File: src/rtl/ifetch_queue_pkg.sv
// Shared fetch definitions: memory base, instruction size and the queue entry layout.
package fetch_pkg;

  localparam logic [31:0] IMEM_BASE  = 32'h0100_0000;
  localparam logic [31:0] INSN_BYTES = 32'd4;

  typedef struct packed {
    logic [31:0] pc;
    logic [31:0] insn;
  } fetch_entry_t;

  function automatic logic [31:0] word_align(input logic [31:0] addr);
    return addr & ~(INSN_BYTES - 32'd1);
  endfunction

endpackage

File: src/rtl/ifetch_queue_if.sv
// Fetch-unit bus: instruction memory port, redirect from execute, and decode handshake.
interface ifetch_queue_if;

  logic [31:0] imem_address;
  logic [31:0] imem_data_in;
  logic        imem_read_write;
  logic        redirect_valid;
  logic [31:0] redirect_pc;
  logic        out_valid;
  logic        out_ready;
  logic [31:0] out_pc;
  logic [31:0] out_insn;

  modport master (
    output imem_address, imem_read_write, out_valid, out_pc, out_insn,
    input  imem_data_in, redirect_valid, redirect_pc, out_ready
  );

  modport slave (
    input  imem_address, imem_read_write, out_valid, out_pc, out_insn,
    output imem_data_in, redirect_valid, redirect_pc, out_ready
  );

endinterface

File: src/rtl/ifetch_queue_fetch_queue.sv
// Circular in-order FIFO of fetch entries with flush; DEPTH must be a power of two >= 2.
module fetch_queue
  import fetch_pkg::*;
#(
  parameter int DEPTH = 4
) (
  input  logic                     clock,
  input  logic                     reset,
  input  logic                     push_i,
  input  fetch_entry_t             entry_i,
  input  logic                     pop_i,
  input  logic                     flush_i,
  output fetch_entry_t             head_o,
  output logic [$clog2(DEPTH):0]   count_o,
  output logic                     full_o,
  output logic                     empty_o
);

  localparam int AW = $clog2(DEPTH);
  localparam int CW = AW + 1;
  localparam logic [CW-1:0] DEPTH_C = CW'(DEPTH);

  fetch_entry_t  mem_q [DEPTH];
  logic [AW-1:0] head_q, head_d;
  logic [AW-1:0] tail_q, tail_d;
  logic [CW-1:0] count_q, count_d;
  logic          do_push, do_pop;

  assign empty_o = (count_q == '0);
  assign full_o  = (count_q == DEPTH_C);
  assign do_pop  = pop_i & ~empty_o;
  assign do_push = push_i & (~full_o | do_pop);

  // NOTE: every signal gets a default before the branches, so no path leaves it unassigned and no latch is inferred.
  always_comb begin
    head_d  = head_q;
    tail_d  = tail_q;
    count_d = count_q;
    if (flush_i) begin
      head_d  = '0;
      tail_d  = '0;
      count_d = '0;
    end else begin
      if (do_pop)  head_d = head_q + AW'(1);
      if (do_push) tail_d = tail_q + AW'(1);
      count_d = count_q + CW'(do_push) - CW'(do_pop);
    end
  end

  // NOTE: state registers use non-blocking assignments so all flops update together from pre-edge values.
  always_ff @(posedge clock) begin
    if (reset) begin
      head_q  <= '0;
      tail_q  <= '0;
      count_q <= '0;
    end else begin
      head_q  <= head_d;
      tail_q  <= tail_d;
      count_q <= count_d;
    end
  end

  // NOTE: storage is reset on purpose so the head reads as zero after reset, not stale data.
  always_ff @(posedge clock) begin
    if (reset) begin
      for (int i = 0; i < DEPTH; i++) mem_q[i] <= '0;
    end else if (do_push && !flush_i) begin
      mem_q[tail_q] <= entry_i;
    end
  end

  assign head_o  = mem_q[head_q];
  assign count_o = count_q;

endmodule

File: src/rtl/ifetch_queue.sv
// Instruction fetch initiator with prefetch queue and redirect flush.
// Define IFETCH_PERF_EN to add the perf_fetch_count / perf_redirect_count outputs.
module ifetch_queue
  import fetch_pkg::*;
#(
  parameter int          QUEUE_DEPTH = 4,
  parameter logic [31:0] RESET_PC    = IMEM_BASE
) (
  input  logic              clock,
  input  logic              reset,
  ifetch_queue_if.master    bus
`ifdef IFETCH_PERF_EN
  ,
  output logic [31:0]       perf_fetch_count,
  output logic [31:0]       perf_redirect_count
`endif
);

  localparam int CW = $clog2(QUEUE_DEPTH) + 1;
  localparam logic [CW-1:0] DEPTH_C = CW'(QUEUE_DEPTH);

  logic [31:0]   fetch_pc_q, fetch_pc_d;
  logic          pop, enq;
  logic [CW-1:0] q_count;
  logic          q_full, q_empty;
  fetch_entry_t  q_head, q_wr;

  assign pop  = ~q_empty & bus.out_ready;
  // A full queue still accepts a fetch when the head leaves this cycle, so there is no bubble.
  assign enq  = ~bus.redirect_valid & ((q_count < DEPTH_C) | pop);
  assign q_wr = '{pc: fetch_pc_q, insn: bus.imem_data_in};

  fetch_queue #(.DEPTH(QUEUE_DEPTH)) u_queue (
    .clock   (clock),
    .reset   (reset),
    .push_i  (enq),
    .entry_i (q_wr),
    .pop_i   (pop),
    .flush_i (bus.redirect_valid),
    .head_o  (q_head),
    .count_o (q_count),
    .full_o  (q_full),
    .empty_o (q_empty)
  );

  always_comb begin
    fetch_pc_d = fetch_pc_q;
    if (bus.redirect_valid) fetch_pc_d = word_align(bus.redirect_pc);
    else if (enq)           fetch_pc_d = fetch_pc_q + INSN_BYTES;
  end

  always_ff @(posedge clock) begin
    if (reset) fetch_pc_q <= RESET_PC;
    else       fetch_pc_q <= fetch_pc_d;
  end

  assign bus.imem_address    = fetch_pc_q;
  assign bus.imem_read_write = 1'b0;
  assign bus.out_valid       = ~q_empty;
  assign bus.out_pc          = q_head.pc;
  assign bus.out_insn        = q_head.insn;

  no_overflow: assert property (@(posedge clock) disable iff (reset) enq |-> (!q_full || pop));

`ifdef IFETCH_PERF_EN
  logic [31:0] perf_fetch_q, perf_redirect_q;

  always_ff @(posedge clock) begin
    if (reset) begin
      perf_fetch_q    <= '0;
      perf_redirect_q <= '0;
    end else begin
      if (enq)                perf_fetch_q    <= perf_fetch_q + 32'd1;
      if (bus.redirect_valid) perf_redirect_q <= perf_redirect_q + 32'd1;
    end
  end

  assign perf_fetch_count    = perf_fetch_q;
  assign perf_redirect_count = perf_redirect_q;
`endif

endmodule
File: src/flat_wrapper.sv
// flat-port wrapper written by rule: the top's interface ports become plain ports
module ifetch_queue_flat import fetch_pkg::*;
#(
  parameter int          QUEUE_DEPTH = 4,
  parameter logic [31:0] RESET_PC    = IMEM_BASE
)
  (clock, reset, bus_imem_address, bus_imem_read_write, bus_out_valid, bus_out_pc, bus_out_insn, bus_imem_data_in, bus_redirect_valid, bus_redirect_pc, bus_out_ready);
  ifetch_queue_if bus_i ();
  input  logic clock;
  input  logic reset;
  output wire logic [$bits(bus_i.imem_address)-1:0] bus_imem_address;
  output wire logic [$bits(bus_i.imem_read_write)-1:0] bus_imem_read_write;
  output wire logic [$bits(bus_i.out_valid)-1:0] bus_out_valid;
  output wire logic [$bits(bus_i.out_pc)-1:0] bus_out_pc;
  output wire logic [$bits(bus_i.out_insn)-1:0] bus_out_insn;
  input wire logic [$bits(bus_i.imem_data_in)-1:0] bus_imem_data_in;
  input wire logic [$bits(bus_i.redirect_valid)-1:0] bus_redirect_valid;
  input wire logic [$bits(bus_i.redirect_pc)-1:0] bus_redirect_pc;
  input wire logic [$bits(bus_i.out_ready)-1:0] bus_out_ready;
  assign bus_imem_address = bus_i.imem_address;
  assign bus_imem_read_write = bus_i.imem_read_write;
  assign bus_out_valid = bus_i.out_valid;
  assign bus_out_pc = bus_i.out_pc;
  assign bus_out_insn = bus_i.out_insn;
  assign bus_i.imem_data_in = bus_imem_data_in;
  assign bus_i.redirect_valid = bus_redirect_valid;
  assign bus_i.redirect_pc = bus_redirect_pc;
  assign bus_i.out_ready = bus_out_ready;
  ifetch_queue #(.QUEUE_DEPTH(QUEUE_DEPTH), .RESET_PC(RESET_PC)) u_core (.clock(clock), .reset(reset), .bus(bus_i));
endmodule
File: config.mk
export PLATFORM = sky130hd
export DESIGN_NAME = ifetch_queue_flat
export DESIGN_NICKNAME = d
export VERILOG_FILES = /design/src/rtl/ifetch_queue_pkg.sv /design/src/rtl/ifetch_queue_if.sv /design/src/rtl/ifetch_queue_fetch_queue.sv /design/src/rtl/ifetch_queue.sv /design/src/flat_wrapper.sv
export SDC_FILE = /design/constraint.sdc
export NUM_CORES = 1
export LEC_CHECK = 0
export CELL_PAD_IN_SITES_DETAIL_PLACEMENT = 2
export CELL_PAD_IN_SITES_GLOBAL_PLACEMENT = 2
export CORE_ASPECT_RATIO = 1.1
export CORE_MARGIN = 2
export CORE_UTILIZATION = 34
export CTS_CLUSTER_DIAMETER = 60
export CTS_CLUSTER_SIZE = 24
export DETAILED_ROUTE_END_ITERATION = 10
export GPL_TIMING_DRIVEN = 0
export HOLD_SLACK_MARGIN = 0.05
export PLACE_DENSITY_LB_ADDON = 0.1
export SETUP_SLACK_MARGIN = 0.3
export SYNTH_ARGS = -nofsm -noshare
export SYNTH_HDL_FRONTEND = slang
export SYNTH_SLANG_ARGS = --single-unit
File: constraint.sdc
create_clock -name clock -period 6 [get_ports clock]
set_input_delay 0.9 -clock clock [delete_from_list [all_inputs] [get_ports clock]]
set_output_delay 0.9 -clock clock [all_outputs]
set_load 0.02 [all_outputs]
==> impl_metrics.ini, run 1 <==
[status]
outcome = finished clean

[cts]
clkLatencyLatePin_ns = 0.58
clk_path_buf_depth = 3
clock-sinks = 287
cts_inserted_buffers = 30
post_cts_buffers = 0
cts_max_level = 1
clockRootBuffer = clkbuf_16
cts_tree = yes
cts-resized-gates = 0
clk_pin_slew_worst_paths_ns = 0.07
hold_buffers = 0

[setup_path]
crit_type = reg2out
worst-endpoint-arrival_ns = 3.37
cp-end-kind = output pin
crit_path_start_kind = flip-flop
crit_fanout = 10
crit_required_ns = 5.10

[power]
ir_worst_vdd_mv = 0.215
p_per_area_mw_per_mm2 = 301
leakagePower_nw = 5.82

[detailed_routing]
routedWlPerCell_um = 22.9
vias = 8390
drtAntennaViolNets = 0
initialDrtViolationCount = 446
wirelength_um = 38200
first_pass_iters = 4
drcViolationCount = 0
routed_via_density = 5.04

[logic_synthesis]
syn_inst = 950
synth-seq-cells = 287
synth_top_area_share_pct = 59.3
ys_warn_count = 0
yosys-top-cells-area = edfxtp_1 (59%), mux4_2 (11%), dfxtp_1 (6.2%)
yosysSeqAreaShare_pct = 65.5
synth_area_per_cell_um2 = 13.2
yosysUniqueCellTypes = 48
synth_edf_count = 248
yosys-top-cells-count = edfxtp_1 (248), nor2_1 (183), nand2_1 (84), inv_1 (71), mux4_2 (62)
yosysMostFrequentCell = edfxtp_1
synth_flop_cell = edfxtp_1
synth.largest_area_cell = edfxtp_1
synth_area_mm2 = 0.0126
async_flop_share_pct = 0

[finish]
drive_above_1_share_pct = 12.4
layout.nets = 1225
final_util_pct = 44.3
area_growth_pct = 27.7
antenna_cells = 0

[job]
cap_violations = 0

[sta]
fin_setup_tns_ns = 0
setup_viol = 0
max_freq_mhz = 234
rsz0062_at_grt = no
worst_pin_slew_ns = 0.942
skew_ns = 0.0163
hold_violations = 0
drv_slew = 0
fin_crit_ns = 4.27
maxSlewHeadroom_pct = 37.2
min_period_over_period_pct = 71.2

[grt]
overflow = 0
grt_pass1_vias = 9313
grt_max_degree = 49
grtUsageTotal_pct = 20.1
grt_first_pass_wirelength_um = 58200
antenna_found_initial = 0

[die]
ioPinCount = 166
rows = 73
start_util_pct = 34.7
die_height_um = 206
die_w_um = 187
core_mm2 = 0.0363
die-area_mm2 = 0.0385

[place]
io_buffers = 158
gp_congestion = 0.769
hpwl_um = 26000

[worst_hold_path]
hold_path.class = reg2reg
## power by group
part / switching (mW) / leakage, nW / internal [mW]
clock: 0.902 / 0.486 / 1.03
sequential: 0.0641 / 2.91 / 2.28
combinational: 0.309 / 2.43 / 0.244
## metal layers
layer	share of wire (%)	track usage [%]	routed length [um]	vias to the layer above
li1	-	-	-	3844
met1	43	25.6	16300	4312
met2	51	36.5	19600	192
met3	4.1	2.71	1560	42
met4	1.7	4.71	635	0
met5	0	0	0	-
## flip-flops by register name, summed over array words and instances, names as in the netlist, named ones only
name and flops:
u_core.bus.imem_address 30, u_core.u_queue.mem_q 248, u_core.u_queue.head_q 2, u_core.u_queue.count_o 3, u_core.u_queue.tail_q 2
## critical path, stage by stage (launching register included)
cell             delay (ns)
dfxtp_1                0.32
clkbuf_1               0.51
buf_1                  0.77
mux4_2                 0.63
clkdlybuf4s50_1        0.57
## stage by stage
step           std cells  cell area [um2]  setup slack [ns]  power, mW  hold WS, ns
2_1_floorplan        954            12600            -0.346       2.65        0.485
3_3_place_gp        1599            14800             -5.50       2.94        0.509
3_5_place_dp        1608            15000              2.05       2.96        0.571
4_1_cts             1664            16100              1.57       4.90        0.580
5_1_grt             1664            16100              1.46       5.00        0.615
6_report            1664            16100              1.73       4.83        0.566
## worst paths after layout
kind	startpoint	endpoint	slack, ns	depth (start not counted)
max	flip-flop	bus_out_insn[2]	1.73	4
min	u_core.u_queue.tail_q[0]$_SDFFE_PP0P_	u_core.u_queue.tail_q[0]$_SDFFE_PP0P_	0.57	2
max reg2reg	u_core.u_queue.count_o[2]$_SDFF_PP0_	u_core.u_queue.count_o[2]$_SDFF_PP0_	3.12	11
min reg2reg	u_core.u_queue.tail_q[0]$_SDFFE_PP0P_	u_core.u_queue.tail_q[0]$_SDFFE_PP0P_	0.57	2
## cells in the final DEF, fill, tap and decap left out, drive strengths merged, types with 2 or more instances in the layout
cell / instances
a211oi: 9
a21oi: 4
a311oi: 13
a31oi: 2
and2: 44
and4: 4
buf: 25
clkbuf: 79
clkdlybuf4s50: 158
clkinv: 9
clkinvlp: 5
conb: 5
dfxtp: 39
edfxtp: 248
ha: 3
inv: 82
mux4: 62
nand2: 84
nand2b: 3
nand3: 14
nand4: 11
nor2: 183
nor2b: 2
nor3: 7
nor3b: 2
nor4: 9
o21ai: 10
o31a: 2
o31ai: 11
or2: 3
or3: 5
or4: 13
or4b: 2
xnor2: 9
xor2: 6
## final cells by class
type                       count  area (um2)
timing repair buffer         167        1790
clock inverter                25         251
fill                        3620       20200
buffer                        64         264
clock buffer                  31         776
inverter                      72         270
multi-input combinational    531        3860
sequential                   287        8230
tap                          487         609
## kinds of logic after synthesis
family / share of synthesized area, %
AO/OA/AOI/OAI: 3.35
XOR/XNOR: 1.05
adder cells (fa/ha/maj): 0.458
buffers and inverters: 4.25
flip-flops: 65.5
multiplexers: 11.1
other: 0.0298
AND/OR/NAND/NOR: 14.3
Note: power is estimated with default switching activity, not from simulation.
==> run 2: changes to the inputs <==
- CORE_UTILIZATION: 34 -> 38
- clock period: 6 -> 3.95 ns (I/O delays scaled with it)
==> impl_metrics.ini, run 2 (synthesized netlist as in run 1, its figures left out) <==
[die]
start_util_pct = 38.7
core_mm2 = 0.0325
ioPinCount = 166
die_w_um = 177
die_height_um = 195
rows = 69
die-area_mm2 = 0.0345

[sta]
maxSlewHeadroom_pct = 41.3
max_freq_mhz = 292
setup_viol = 0
min_period_over_period_pct = 86.6
drv_slew = 0
skew_ns = 0.0115
worst_pin_slew_ns = 0.877
hold_violations = 0
fin_ws_ns = 0.527
rsz0062_at_grt = no
fin_crit_ns = 3.42
fin_setup_tns_ns = 0

[power]
p_per_area_mw_per_mm2 = 452
ir_worst_vdd_mv = 0.340
leakagePower_nw = 5.82

[job]
cap_violations = 0

[cts]
cts_tree = yes
post_cts_buffers = 0
clkLatencyLatePin_ns = 0.55
clockRootBuffer = clkbuf_16
clk_pin_slew_worst_paths_ns = 0.07
clock-sinks = 287
clk_path_buf_depth = 3
cts_max_level = 1
cts_inserted_buffers = 27

[grt]
grtUsageTotal_pct = 22.1
antenna_found_initial = 1
grt_pass1_vias = 9479
grt_first_pass_wirelength_um = 57700
grt_max_degree = 39
overflow = 0

[setup_path]
cp_slowest_stage_delay_ns = 0.58
crit_required_ns = 3.36
crit_path_start_kind = flip-flop
crit_fanout = 10
worst-endpoint-arrival_ns = 2.83
critPathSlowestCell = mux4_2
crit_type = reg2out
cp-end-kind = output pin
cp_cell_sequence = clkbuf_2 > clkdlybuf4s15_2 > mux4_2 > clkdlybuf4s50_1

[finish]
final_area_mm2 = 0.0159
antenna_cells = 0
largest-register = u_core.u_queue.mem_q
layout.nets = 1221
final_common_cell = edfxtp_1
final_util_pct = 49.0
largest_reg_flops = 248
area_growth_pct = 26.4
final_cell_mix = edfxtp_1 (248), nor2_1 (183), clkdlybuf4s50_1 (158)
drive_above_1_share_pct = 12.6

[place]
gp_congestion = 0.780
dpl_cell_area_mm2 = 0.0149
io_buffers = 158
pre_cts_slack_ns = 0.280
hpwl_um = 25500

[worst_hold_path]
hold_path.class = reg2reg

[detailed_routing]
wirelength_um = 37200
routedWlPerCell_um = 23.3
drtAntennaViolNets = 0
drcViolationCount = 0
vias = 8474
initialDrtViolationCount = 547
first_pass_iters = 5
routed_via_density = 5.31

[status]
outcome = finished clean
-- run 2: where the power goes --
group          total (mW)  internal [mW]  switching, mW
combinational       0.832          0.367          0.465
clock                2.78           1.56           1.22
sequential           3.57           3.47         0.0986
-- run 2: routing by layer --
| metal | global-route usage, % | wire length (um) | vias to the layer above | share of wire, % |
|---|---|---|---|---|
| met4 | 5.13 | 718 | 0 | 1.9 |
| li1 | - | - | 3835 | - |
| met1 | 29.4 | 15700 | 4380 | 42 |
| met3 | 2.66 | 1700 | 42 | 4.6 |
| met5 | 0 | 0 | - | 0 |
| met2 | 38.7 | 19100 | 217 | 51 |
-- run 2: layout make-up --
class	count	area, um2
multi-input cells	531	3860
fillers	3176	16600
clock inverters	18	211
repair buffers	166	1760
clock buffers	32	734
plain buffers	64	288
well taps	426	533
inverters	72	270
flip-flops and latches	287	8230
-- run 2: path summary, 6_finish.rpt --
path / startpoint / end / slack, ns / cells after the start
max reg2reg: u_core.u_queue.count_o[2]$_SDFF_PP0_ / u_core.u_queue.count_o[2]$_SDFF_PP0_ / 1.15 / 11
max: flip-flop / bus_out_insn[10] / 0.53 / 4
min reg2reg: u_core.u_queue.head_q[0]$_SDFFE_PP0N_ / u_core.u_queue.head_q[0]$_SDFFE_PP0N_ / 0.56 / 2
min: u_core.u_queue.head_q[0]$_SDFFE_PP0N_ / u_core.u_queue.head_q[0]$_SDFFE_PP0N_ / 0.56 / 2
-- run 2: what timing repair did --
| action | CTS | global route |
|---|---|---|
| gates resized for setup | 10 | 1 |
| endpoints found under the setup margin | 54 | 1 |
| endpoints found under the hold margin | 0 | 0 |
| hold buffers | 0 | 0 |
-- run 2: through the flow --
stage	cells	hold slack (ns)	total power [mW]
6_report	1596	0.555	7.18
3_3_place_gp	1538	0.502	4.44
4_1_cts	1596	0.565	7.29
5_1_grt	1596	0.590	7.45
2_1_floorplan	954	0.485	4.03
3_5_place_dp	1546	0.539	4.48
-- run 2: worst max-delay path, delay by kind of cell (launching register included) --
family	cells	cell delay (ns)
buf+inv	3	1.38
mux	1	0.58
flops	1	0.31
